--- src/rtl/dot5_mac_rx_pkg.sv ---
// Shared definitions for the NN datapath receive stage: default operand
// geometry, accumulator width derivation and FSM state encodings.
package dot5_mac_rx_pkg;

  localparam int W_DEF = 5;
  localparam int N_DEF = 4;

  // Width that holds N full-width products without overflow.
  function automatic int acc_width(input int w, input int n);
    return 2 * w + $clog2(n);
  endfunction

  typedef enum logic {
    ST_COLLECT = 1'b0,
    ST_DONE    = 1'b1
  } state_e;

endpackage

--- src/rtl/dot5_mac_rx_uint_mult.sv ---
// Unsigned W x W -> 2W combinational multiplier, shared by the neuron blocks.
module uint_mult #(
  parameter int W = 5
) (
  input  logic [W-1:0]   a_i,
  input  logic [W-1:0]   b_i,
  output logic [2*W-1:0] p_o
);

  assign p_o = (2 * W)'(a_i) * (2 * W)'(b_i);

endmodule

--- src/rtl/dot5_mac_rx.sv ---
// Receives (a,b) operand pairs, multiply-accumulates N of them and presents
// the dot product on a held valid/ready output.
module dot5_mac_rx
  import dot5_mac_rx_pkg::*;
#(
  parameter int W     = W_DEF,
  parameter int N     = N_DEF,
  parameter int ACC_W = acc_width(W, N)
) (
  input  logic             clk,
  input  logic             rst_n,
  input  logic             clear,
  input  logic             in_valid,
  output logic             in_ready,
  input  logic [W-1:0]     in_a,
  input  logic [W-1:0]     in_b,
  output logic             out_valid,
  input  logic             out_ready,
  output logic [ACC_W-1:0] out_data
);

  localparam int             CNT_W = $clog2(N);
  localparam logic [CNT_W-1:0] LAST  = CNT_W'(N - 1);

  state_e             state_q, state_d;
  logic [CNT_W-1:0]   cnt_q, cnt_d;
  logic [ACC_W-1:0]   acc_q, acc_d;
  logic               out_valid_q, out_valid_d;
  logic [ACC_W-1:0]   out_data_q, out_data_d;
  logic [2*W-1:0]     product;
  logic [ACC_W-1:0]   sum;

  uint_mult #(.W(W)) u_mult (
    .a_i (in_a),
    .b_i (in_b),
    .p_o (product)
  );

  assign sum      = acc_q + ACC_W'(product);
  assign in_ready = (state_q == ST_COLLECT);

  always_comb begin
    // NOTE: every next-state signal gets its hold value first so no path
    // through the branches below can infer a latch.
    state_d     = state_q;
    cnt_d       = cnt_q;
    acc_d       = acc_q;
    out_valid_d = out_valid_q;
    out_data_d  = out_data_q;

    // clear outranks both handshakes; a pair offered alongside it is dropped.
    if (clear) begin
      state_d     = ST_COLLECT;
      cnt_d       = '0;
      acc_d       = '0;
      out_valid_d = 1'b0;
    end else begin
      case (state_q)
        ST_COLLECT: begin
          if (in_valid) begin
            if (cnt_q == LAST) begin
              out_data_d  = sum;
              out_valid_d = 1'b1;
              cnt_d       = '0;
              acc_d       = '0;
              state_d     = ST_DONE;
            end else begin
              acc_d = sum;
              cnt_d = cnt_q + CNT_W'(1);
            end
          end
        end
        ST_DONE: begin
          if (out_ready) begin
            out_valid_d = 1'b0;
            state_d     = ST_COLLECT;
          end
        end
        default: state_d = ST_COLLECT;
      endcase
    end
  end

  // NOTE: state registers use non-blocking assignments so every flop samples
  // the pre-edge values regardless of process ordering.
  always_ff @(posedge clk or negedge rst_n) begin
    if (!rst_n) begin
      state_q     <= ST_COLLECT;
      cnt_q       <= '0;
      acc_q       <= '0;
      out_valid_q <= 1'b0;
      out_data_q  <= '0;
    end else begin
      state_q     <= state_d;
      cnt_q       <= cnt_d;
      acc_q       <= acc_d;
      out_valid_q <= out_valid_d;
      out_data_q  <= out_data_d;
    end
  end

  assign out_valid = out_valid_q;
  assign out_data  = out_data_q;

endmodule

--- config.mk ---
export PLATFORM = sky130hd
export DESIGN_NAME = dot5_mac_rx
export DESIGN_NICKNAME = d
export VERILOG_FILES = /design/src/rtl/dot5_mac_rx_pkg.sv /design/src/rtl/dot5_mac_rx_uint_mult.sv /design/src/rtl/dot5_mac_rx.sv
export SDC_FILE = /design/constraint.sdc
export NUM_CORES = 1
export LEC_CHECK = 0
export ABC_CLOCK_PERIOD_IN_PS = 2700
export CAP_MARGIN = 10
export CORE_ASPECT_RATIO = 0.75
export CORE_MARGIN = 3
export CORE_UTILIZATION = 56
export CTS_CLUSTER_SIZE = 16
export DETAILED_ROUTE_END_ITERATION = 16
export HOLD_SLACK_MARGIN = 0.05
export PLACE_DENSITY_LB_ADDON = 0.15
export SETUP_SLACK_MARGIN = 0.02
export SLEW_MARGIN = 20
export SYNTH_ARGS = -nofsm -noshare
export SYNTH_HDL_FRONTEND = slang
export SYNTH_HIERARCHICAL = 1
export SYNTH_SLANG_ARGS = --single-unit
--- constraint.sdc ---
create_clock -name clk -period 2.7 [get_ports clk]
set_clock_uncertainty 0.15 [all_clocks]
set_input_delay 0.54 -clock clk [delete_from_list [all_inputs] [get_ports clk]]
set_output_delay 0.54 -clock clk [all_outputs]
set_load 0.01 [all_outputs]
==> results of run 1 <==
kinds of logic after synthesis:
kind of cell	after synthesis	synth area share (%)
AO/OA/AOI/OAI	61	19.1
XOR/XNOR	10	3.95
adder cells (fa/ha/maj)	39	23.4
buffers and inverters	24	3.79
flip-flops	28	29.1
multiplexers	1	0.415
AND/OR/NAND/NOR	96	20.4
per-stage QoR:
| stage | instances | setup TNS, ns | area (um^2) |
|---|---|---|---|
| 2_1_floorplan | 259 | -21.41 | 2560 |
| 3_3_place_gp | 379 | -37.33 | 3220 |
| 3_5_place_dp | 379 | -38.93 | 3220 |
| 4_1_cts | 389 | -23.38 | 3520 |
| 5_1_grt | 393 | -29.83 | 3680 |
| 6_report | 393 | -29.30 | 3680 |
layer usage:
| metal | vias to the layer above | share of wire, % | global-route usage [%] |
|---|---|---|---|
| li1 | 1067 | - | - |
| met1 | 1294 | 34 | 44.5 |
| met2 | 293 | 43 | 54.8 |
| met3 | 114 | 12 | 10.1 |
| met4 | 2 | 9.8 | 17.2 |
| met5 | - | 0.36 | 0 |
path summary, 6_finish.rpt:
| kind | start | slack [ns] | depth (start not counted) | end |
|---|---|---|---|---|
| setup / recovery | in_a[1] | -2.05 | 18 | out_data[11] |
| hold / removal | out_data[7] | 0.36 | 2 | out_data[7] |
| setup reg to reg | acc_q[0] | 0.33 | 8 | acc_q[8] |
| hold reg to reg | out_data[7] | 0.36 | 2 | out_data[7] |
| max in group asynchronous | rst_n | 1.63 | 2 | acc_q[6] |
| min in group asynchronous | rst_n | 0.48 | 2 | state_q |
sequential cells by signal, indices dropped and copies added, names as in the netlist:
signal / count
out_data: 12
acc_q: 12
cnt_q: 2
out_valid: 1
state_q: 1
power by group through the flow:
stage / registers [W] / logic, W / clock network, W
6_report: 0.000607 / 0.00239 / 0.000277
3_5_place_dp: 0.000599 / 0.00154 / 0
4_1_cts: 0.000595 / 0.00186 / 0.000265
2_1_floorplan: 0.000609 / 0.000897 / 0
5_1_grt: 0.000612 / 0.00246 / 0.000288
3_3_place_gp: 0.000595 / 0.00148 / 0
layout make-up:
cell class | count | area (um^2) | area share, %
multi-input combinational | 207 | 2020 | 54.8
inverter | 19 | 71.3 | 1.94
sequential | 28 | 701 | 19.0
tap | 52 | 65.1 | 1.77
timing repair buffer | 83 | 773 | 21.0
clock buffer | 4 | 55.1 | 1.49
synth_stat cells (all sizes together), types with 6 or more instances:
cell / instances / share of area (%)
a21oi: 12 / 2.6
and2: 21 / 5.5
dfrtp: 28 / 29
fa: 10 / 8.3
ha: 29 / 15
inv: 19 / 3.0
nand2: 40 / 6.2
nor2: 10 / 1.6
nor2b: 6 / 2.2
o21a: 8 / 2.5
o21ai: 14 / 3.1
o31ai: 6 / 1.9
xnor2: 6 / 2.2
tightest hold or removal path: stages (launching register included):
cell	delay (ns)
dfrtp_1	0.36
nand2_1	0.05
o31ai_1	0.06
what timing repair did:
item,4_1_cts,5_1_grt
pin swaps,36,15
buffers inserted,7,5
setup endpoints to repair,20,20
gates resized for setup,74,32
==> summary.md, run 1 <==
| Metric | Value |
|---|---|
| Clk sinks | 28 |
| Critical Path RT | roughly 2.7 ns |
| Internal Power | 0.00181 W |
| Final period utilization | 176% |
| Layout cell share with drive strength beyond 1 | between 30% and 40% |
| Core area | around 3900 um^2 |
| Failing checks | negative setup slack |
| First-pass GRT wire length | approximately 14000 um |
| Die Area | 5130 um^2 |
| Critical path buffer and inverter count | 3 |
| Fillers | 114 |
| Sw frac | 44.6% |
| CP Launch Type | input port |
| Port Buffer Count | 28 |
| Initial Util | 61.8% |
| P_sw | 0.00146 W |
| CP Max Fanout | 4 |
| Final core utilization | 94.5% |
| Seq/Total Area, Yosys | 29.1% |
| Most frequent cells in the layout | 39 x buf_4, 31 x nand2_1, 28 x dfrtp_1, 19 x clkdlybuf4s50_1, 19 x buf_6 |
| Run status | complete, but fails checks |
| Row cnt | 19 |
| Cell mode on critical path | fa_1 |
| Worst-skew pair later-pin latency | 0.29 ns |
| Vias | between 2000 and 3000 |
| Clock power frac | under 10% |
| Rel. slew slack | 73.7% |
| Post-synth EDFFs | 0 |
| DP Worst Slack | -2.53 ns |
| Critical path class | in -> reg |
| DR WL/cell | 27.8 um |
| Flop pwr share | 18.5% |
| Main flop type after synthesis | dfrtp_1 |
| Placer Congestion | roughly 0.86 |
| Worst slew pin tran | just under 0.4 ns |
| Total Routed Length | 10900 um |
| Nets | 396 |
| IO Count | 29 |
| Antenna violations before repair | 0 |
| Die X | 81.7 um |
| Hold-fix buffers, CTS | 0 |
| TritonCTS clock tree | built |
| Post-Syn Instances | about 260 |
| Library cells used by synthesis | 49 |
| Root Driver | clkbuf_8 |
| Mean post-synth cell area | approximately 9.3 um^2 |
| Max-Cap Viols | 0 |
| GRT overflow | 0 |
| H-tree depth | 1 |
| DRT Pass-1 Iters | 5 |
| Reg clk slew, reported paths | roughly 0.09 ns |
| Tot Pwr | 0.00327 W |
| Synth-to-layout area growth | 52.9% |
| Critical Path End Type | register |
| Hold_ws | 0.359 ns |
| Leak | 1.67 nW |
| Pins Over Slew Limit | 0 |
| Setup ws final | -2.05 ns |
| Pwr dens | 889 nW/um^2 |
| Final setup vio count | 20 |
| Antenna cell count | 0 |
| Hpwl dp | 5030 um |
| CP top delay family | adder cells |
| Fmax | 211 MHz |
| Commonest non-fill, non-tap cell in the layout | buf_4 |
| Min Tclk post-route | roughly 4.7 ns |
| Die height | 62.8 um |
| Num CTS Buffers | 3 |
| Crit-path cells | buf_6 > nand2_4 > fa_1 > fa_1 > fa_1 > inv_2 > ha_4 > buf_6 > nor2b_4 > a311oi_2 > a21oi_1 > xnor2_1 > ha_1 > and3_4 > nand4_1 > a21oi_2 > nor3_1 > o31ai_1 |
| Worst Hold Class | reg -> reg |
| Combinational share of power | 73.0% |
| DRT iter0 DRCs | 374 |
| Final ANT Viol Nets | 0 |
| Ys Warns | 6 |
| Number of global-route vias before repair | 2549 |
| Gr usage total | 35.3% |
| Vias/cell | around 7 |
| Mapped Area | 2410 um^2 |
| Worst VDD drop | 0.000890 V |
| Pin count of the biggest net entering global routing | 29 |
| RSZ-0062 raised after global routing | true |
| Fin. Hold Viols | 0 |
| FF+latch count, synth | 28 |
| Clk buf depth | 2 |
| WP data arrival | 4.79 ns |
| Syn Nets | approximately 310 |
| CP max-delay cell | fa_1 |
| DRC violations left | 0 |
| Asr flop ratio synth | 100% |
| Critical path's largest stage delay | 0.56 ns |
No activity file was read; power rests on OpenSTA's default activity.
==> inputs of run 2 (changes only) <==
--- a/config.mk
+++ b/config.mk
@@ -14,6 +14,7 @@
 export DETAILED_ROUTE_END_ITERATION = 16
 export HOLD_SLACK_MARGIN = 0.05
 export PLACE_DENSITY_LB_ADDON = 0.15
+export RECOVER_POWER = 50
 export SETUP_SLACK_MARGIN = 0.02
 export SLEW_MARGIN = 20
 export SYNTH_ARGS = -nofsm -noshare
==> run 2 against run 1 <==
The flow finishes with violations (max-capacitance violations, negative setup slack). Largest cell class unchanged. Critical path type unchanged. Sequential share of layout area about the same. Register-to-register slack about the same. Worst setup slack better by 0.0081 ns. Die area unchanged. Global-route usage did not move. Sequential cell count is the same. First-iteration DRC count down 1.1%. Clock-buffer cell count stayed put. Clock power barely moved. Routed wire length hardly changed. Largest power group unchanged. Non-clock buffer count unchanged. Design area down 0.10%.
==> summary.md, run 2 (same netlist as run 1, synthesis figures left out) <==
| Metric | Value |
|---|---|
| Run status | complete, but fails checks |
| Failing checks | max-capacitance violations, negative setup slack |
| Die height | 62.8 um (unchanged) |
| Worst VDD drop | 0.000891 V (about the same) |
| First-pass GRT wire length | 13600 um (unchanged) |
| DR WL/cell | 27.8 um (about the same) |
| Worst-skew pair later-pin latency | 0.29 ns (about the same) |
| H-tree depth | 1 (unchanged) |
| Initial Util | 61.8% (unchanged) |
| Layout cell share with drive strength beyond 1 | 37.2% (-0.29 points) |
| Commonest non-fill, non-tap cell in the layout | buf_4 |
| Gr usage total | 35.3% (unchanged) |
| Antenna violations before repair | 0 (unchanged) |
| Worst Hold Class | reg -> reg |
| DRT iter0 DRCs | 370 (-1.1%) |
| Most frequent cells in the layout | 38 x buf_4, 31 x nand2_1, 28 x dfrtp_1, 19 x buf_6 |
| Pin count of the biggest net entering global routing | 29 (unchanged) |
| Core area | 3900 um^2 (unchanged) |
| Final core utilization | 94.4% (-0.096 points) |
| Total negative setup slack | -29.10 ns (+0.202 ns) |
| Max-Cap Viols | 1 (+1) |
| Critical path class | in -> reg |
| TritonCTS clock tree | built |
| Reg clk slew, reported paths | 0.09 ns (about the same) |
| Total Routed Length | 10900 um (about the same) |
| Pins Over Slew Limit | 0 (unchanged) |
| Antenna cell count | 0 (unchanged) |
| Hold-fix buffers, CTS | 0 (unchanged) |
| Rel. slew slack | 0.298% (-73 points) |
| Final ANT Viol Nets | 0 (unchanged) |
| Critical Path RT | 2.74 ns (about the same) |
| Port Buffer Count | 28 (unchanged) |
| Final period utilization | 176% (-0.30 points) |
| Hpwl dp | 5030 um (unchanged) |
| Critical Path End Type | register |
| Pwr dens | 889 nW/um^2 (about the same) |
| DRC violations left | 0 (unchanged) |
| Placer Congestion | 0.856 (unchanged) |
| CP Launch Type | input port |
| Worst slew pin tran | 1.50 ns (+1.10 ns) |
| Num CTS Buffers | 3 (unchanged) |
| Setup ws final | -2.04 ns (+0.00806 ns) |
| Root Driver | clkbuf_8 |
| IO Count | 29 (unchanged) |
| Nets | 396 (unchanged) |
| Number of global-route vias before repair | 2549 (unchanged) |
| Die Area | 5130 um^2 (unchanged) |
| Vias/cell | 7.05 (about the same) |
| Die X | 81.7 um (unchanged) |
| WP data arrival | 4.78 ns (about the same) |
| DRT Pass-1 Iters | 5 (unchanged) |
| Fmax | 211 MHz (+0.17%) |
| Min Tclk post-route | 4.74 ns (-0.00806 ns) |
| Clk sinks | 28 (unchanged) |
| CP Max Fanout | 4 (unchanged) |
| Final setup vio count | 20 (unchanged) |
| Fin. Hold Viols | 0 (unchanged) |
| Clk buf depth | 2 (unchanged) |
| Vias | 2772 (+0.072%) |
| Synth-to-layout area growth | 52.7% |
| RSZ-0062 raised after global routing | true |
| Leak | 1.66 nW (-0.20%) |
| Row cnt | 19 (unchanged) |
| GRT overflow | 0 (unchanged) |
[run 2: worst paths after layout]
path | start | end | slack, ns | cells past startpoint
worst max-delay path | in_a[1] | out_data[11] | -2.04 | 18
worst min register to register | out_data[7] | out_data[7] | 0.36 | 2
worst max register to register | acc_q[0] | acc_q[8] | 0.34 | 8
min in group asynchronous | rst_n | state_q | 1.00 | 2
worst min-delay path | out_data[7] | out_data[7] | 0.36 | 2
max in group asynchronous | rst_n | acc_q[6] | 0.52 | 2
[run 2: stage by stage]
stage	cell area, um^2	cells	power, W	setup WS [ns]	hold WS, ns
after floorplan	2560	259	0.00151	-1.71	0.0944
after global routing	3680	393	0.00336	-2.11	0.371
after global placement	3220	379	0.00207	-2.43	0.308
final	3680	393	0.00327	-2.04	0.359
after CTS	3520	389	0.00272	-1.67	0.341
after detailed placement	3220	379	0.00214	-2.53	0.319
[run 2: critical path: stages]
cell and delay [ns]:
buf_6 0.10, nand2_4 0.08, fa_1 0.57, fa_1 0.47
fa_1 0.54, inv_2 0.05, ha_4 0.22, buf_6 0.12
nor2b_4 0.13, a311oi_2 0.34, a21oi_1 0.14, xnor2_1 0.16
ha_1 0.35, and3_4 0.23, nand4_1 0.17, a21oi_2 0.23
nor3_1 0.09, o31ai_1 0.23
[run 2: power by group]
| part | internal [W] | total [W] | switching (W) |
|---|---|---|---|
| combinational | 0.00116 | 0.00239 | 0.00123 |
| clock | 0.000131 | 0.000274 | 0.000143 |
| sequential | 0.000523 | 0.000607 | 0.0000847 |
[run 2: per-layer routing]
layer / part of all wire (%) / up-vias / wire, um / global-route usage (%)
met5: 0.36 / - / 39 / 0
li1: - / 1066 / - / -
met1: 34 / 1300 / 3770 / 44.5
met3: 12 / 109 / 1300 / 10.1
met4: 9.6 / 2 / 1050 / 17.2
met2: 44 / 295 / 4780 / 54.8
[run 2: layout make-up]
cell class,count,area [um^2]
multi-input combinational,207,2020
timing repair buffer,83,769
sequential,28,701
fill,113,219
inverter,19,71.3
tap,52,65.1
clock buffer,4,55.1
[run 2: what timing repair did]
item	4_1_cts	5_1_grt
pin swaps	36	15
resized for setup	74	32
setup buffers	7	5
endpoints found under the setup margin	20	20
==> inputs of run 3 (changes only) <==
--- a/config.mk
+++ b/config.mk
@@ -5,11 +5,11 @@
 export SDC_FILE = /design/constraint.sdc
 export NUM_CORES = 1
 export LEC_CHECK = 0
-export ABC_CLOCK_PERIOD_IN_PS = 2700
+export ABC_CLOCK_PERIOD_IN_PS = 5870
 export CAP_MARGIN = 10
 export CORE_ASPECT_RATIO = 0.75
 export CORE_MARGIN = 3
-export CORE_UTILIZATION = 56
+export CORE_UTILIZATION = 30
 export CTS_CLUSTER_SIZE = 16
 export DETAILED_ROUTE_END_ITERATION = 16
 export HOLD_SLACK_MARGIN = 0.05
@@ -21,3 +21,4 @@
 export SYNTH_HDL_FRONTEND = slang
 export SYNTH_HIERARCHICAL = 1
 export SYNTH_SLANG_ARGS = --single-unit
+export TNS_END_PERCENT = 20
==> constraint.sdc (replaced) <==
create_clock -name clk -period 5.87 [get_ports clk]
set_clock_uncertainty 0.15 [all_clocks]
set_input_delay 1.174 -clock clk [delete_from_list [all_inputs] [get_ports clk]]
set_output_delay 1.174 -clock clk [all_outputs]
set_load 0.01 [all_outputs]
==> run 3 against run 2 <==
The run ends with max-capacitance violations, max-slew violations left. Design area decreased by 18%. Routed wire length decreased by 53%. Sequential share of layout area increased by 4.2 points. Clock-buffer cell count decreased by 1. Clock power decreased by 43%. Critical path type unchanged. Critical endpoint is now acc_q[9].
==> summary.md, run 3 (same netlist as run 1, synthesis figures left out) <==
| Metric | Value |
|---|---|
| Max-Cap Viols | 1 (unchanged) |
| Cell total after placement | 403 (+6.3%) |
| Worst Hold Class | reg -> reg |
| Reg clk slew, reported paths | 0.10 ns (about the same) |
| Num CTS Buffers | 3 (unchanged) |
| Number of global-route vias before repair | 1833 (-28%) |
| Die height | 83.6 um (+33%) |
| Final ANT Viol Nets | 0 (unchanged) |
| DP Worst Slack | -0.0500 ns (+2.48 ns) |
| Rel. slew slack | -2.84% (-3.1 points) |
| Die X | 109 um (+34%) |
| Final setup vio count | 0 (-100%) |
| Commonest non-fill, non-tap cell in the layout | nand2_1 |
| Critical Path RT | 5.89 ns (+3.15 ns) |
| Run status | complete, but fails checks |
| Core area | 7570 um^2 (+94%) |
| Worst-skew pair later-pin latency | 0.28 ns (about the same) |
| Min Tclk post-route | 5.62 ns |
| Pwr dens | 335 nW/um^2 (-62%) |
| Fillers | 763 (+580%) |
| Final std cells w/o fill | 407 (+3.6%) |
| Register area | 701 um^2 (unchanged) |
| Vias | 1912 (-31%) |
| Critical path class | in -> reg |
| Pin count of the biggest net entering global routing | 29 (unchanged) |
| Area of the multi-input gates | 1620 um^2 (-20%) |
| First-pass GRT wire length | 8910 um (-34%) |
| IO Count | 29 (unchanged) |
| Port Buffer Count | 28 (unchanged) |
| Final core utilization | 39.9% (-55 points) |
| RSZ-0062 raised after global routing | false |
| Fin. Hold Viols | 0 (unchanged) |
| Initial Util | 31.8% (-30 points) |
| Row cnt | 27 (+8) |
| Nets | 361 (-8.8%) |
| Fmax | 178 MHz |
| GRT overflow | 0 (unchanged) |
| H-tree depth | 1 (unchanged) |
| WP data arrival | 5.64 ns (+0.86 ns) |
| DRC violations left | 0 (unchanged) |
| Hpwl dp | 4220 um (-16%) |
| Root Driver | clkbuf_8 |
| Worst slew pin tran | 1.54 ns (+0.0470 ns) |
| Most frequent cells in the layout | 40 x nand2_1, 29 x ha_1, 28 x dfrtp_1, 22 x clkdlybuf4s50_1, 21 x and2_1 |
| Failing checks | max-capacitance violations, max-slew violations |
| CP Launch Type | input port |
| DRT Pass-1 Iters | 4 (-1) |
| Synth-to-layout area growth | 25.2% |
| Leak | 1.40 nW (-16%) |
| DR WL/cell | 12.8 um (-54%) |
| Gr usage total | 11.9% (-23 points) |
| Final period utilization | a little over nine tenths |
| DRT iter0 DRCs | 46 (-88%) |
| Vias/cell | 4.70 (-33%) |
| Layout cell share with drive strength beyond 1 | 11.8% (-25 points) |
| Total Routed Length | 5190 um (-53%) |
| Die Area | 9160 um^2 (+78%) |
| Antenna violations before repair | 0 (unchanged) |
| CP Max Fanout | 6 (+2) |
| Clk buf depth | 2 (unchanged) |
| TritonCTS clock tree | built |
| Post-CTS setup buffers | 0 (-7) |
| Pins Over Slew Limit | 29 (+29) |
| Clk sinks | 28 (unchanged) |
| Worst VDD drop | 0.000182 V (-80%) |
| Setup ws final | 0.253 ns (+2.29 ns) |
| Placer Congestion | 0.802 (-6.3%) |
| Critical Path End Type | register |
| Antenna cell count | 0 (unchanged) |
==> run 3: cell count changes in the layout (fill, tap and decap cells not counted), moves of 6 or more <==
cell,change
buf_4,-19
buf_6,-19
ha_1,+11
ha_4,-10
nand2_1,+9
o21ai_0,+7
o21ai_1,-6
==> run 3: final timing paths <==
path | start | end | slack [ns] | depth (start not counted)
worst max register to register | state_q | out_data[10] | 3.32 | 4
worst max-delay path | in_a[0] | acc_q[9] | 0.25 | 17
worst min register to register | out_data[3] | out_data[3] | 0.33 | 2
max in group asynchronous | rst_n | out_valid | 3.03 | 2
min in group asynchronous | rst_n | out_data[4] | 1.65 | 2
worst min-delay path | out_data[3] | out_data[3] | 0.33 | 2
==> run 3: per-layer routing <==
layer,GRT usage (%),wire length [um]
met3,2.55,183
met5,0,0
met1,19.6,2860
met4,0.680,13
met2,16.4,2130
==> run 3: final cells by class <==
type,instances,area share (%)
timing repair buffer,48,14.1
sequential,28,23.2
clock buffer,3,1.37
tap,101,4.19
multi-input combinational,207,53.7
clock inverter,1,0.995
inverter,19,2.36
==> run 3: metrics by stage <==
stage / hold WS (ns) / total power [W] / TNS (ns) / cell area [um^2]
final: 0.327 / 0.00101 / 0 / 3020
after global routing: 0.362 / 0.00110 / 0 / 3020
after CTS: 0.344 / 0.00102 / 0 / 3020
after floorplan: 0.305 / 0.000642 / 0 / 2410
after detailed placement: 0.318 / 0.000862 / -0.104 / 2950
after global placement: 0.311 / 0.000865 / -0.150 / 2950
==> run 3: critical path, cell delays in order <==
cell             delay (ns)
clkdlybuf4s50_1        0.48
nand2_1                0.08
fa_1                   0.51
fa_1                   0.52
fa_1                   0.54
inv_1                  0.04
ha_1                   0.30
nor2b_4                0.13
o21ai_2                0.12
nand2b_2               0.08
a2111oi_2              0.33
nand3b_1               0.16
ha_1                   0.30
a21oi_1                0.16
nand2_1                0.07
or3_1                  0.37
a32o_1                 0.26
==> run 3: timing repair <==
| item | 4_1_cts | 5_1_grt |
|---|---|---|
| resized for setup | 0 | 1 |
| hold buffers | 0 | 0 |
| endpoints found under the setup margin | 0 | 1 |
==> run 3: power breakdown <==
part	internal, W	total (W)	switching (W)
Clock	0.0000913	0.000156	0.0000642
Combinational	0.000294	0.000587	0.000293
Sequential	0.000240	0.000268	0.0000278
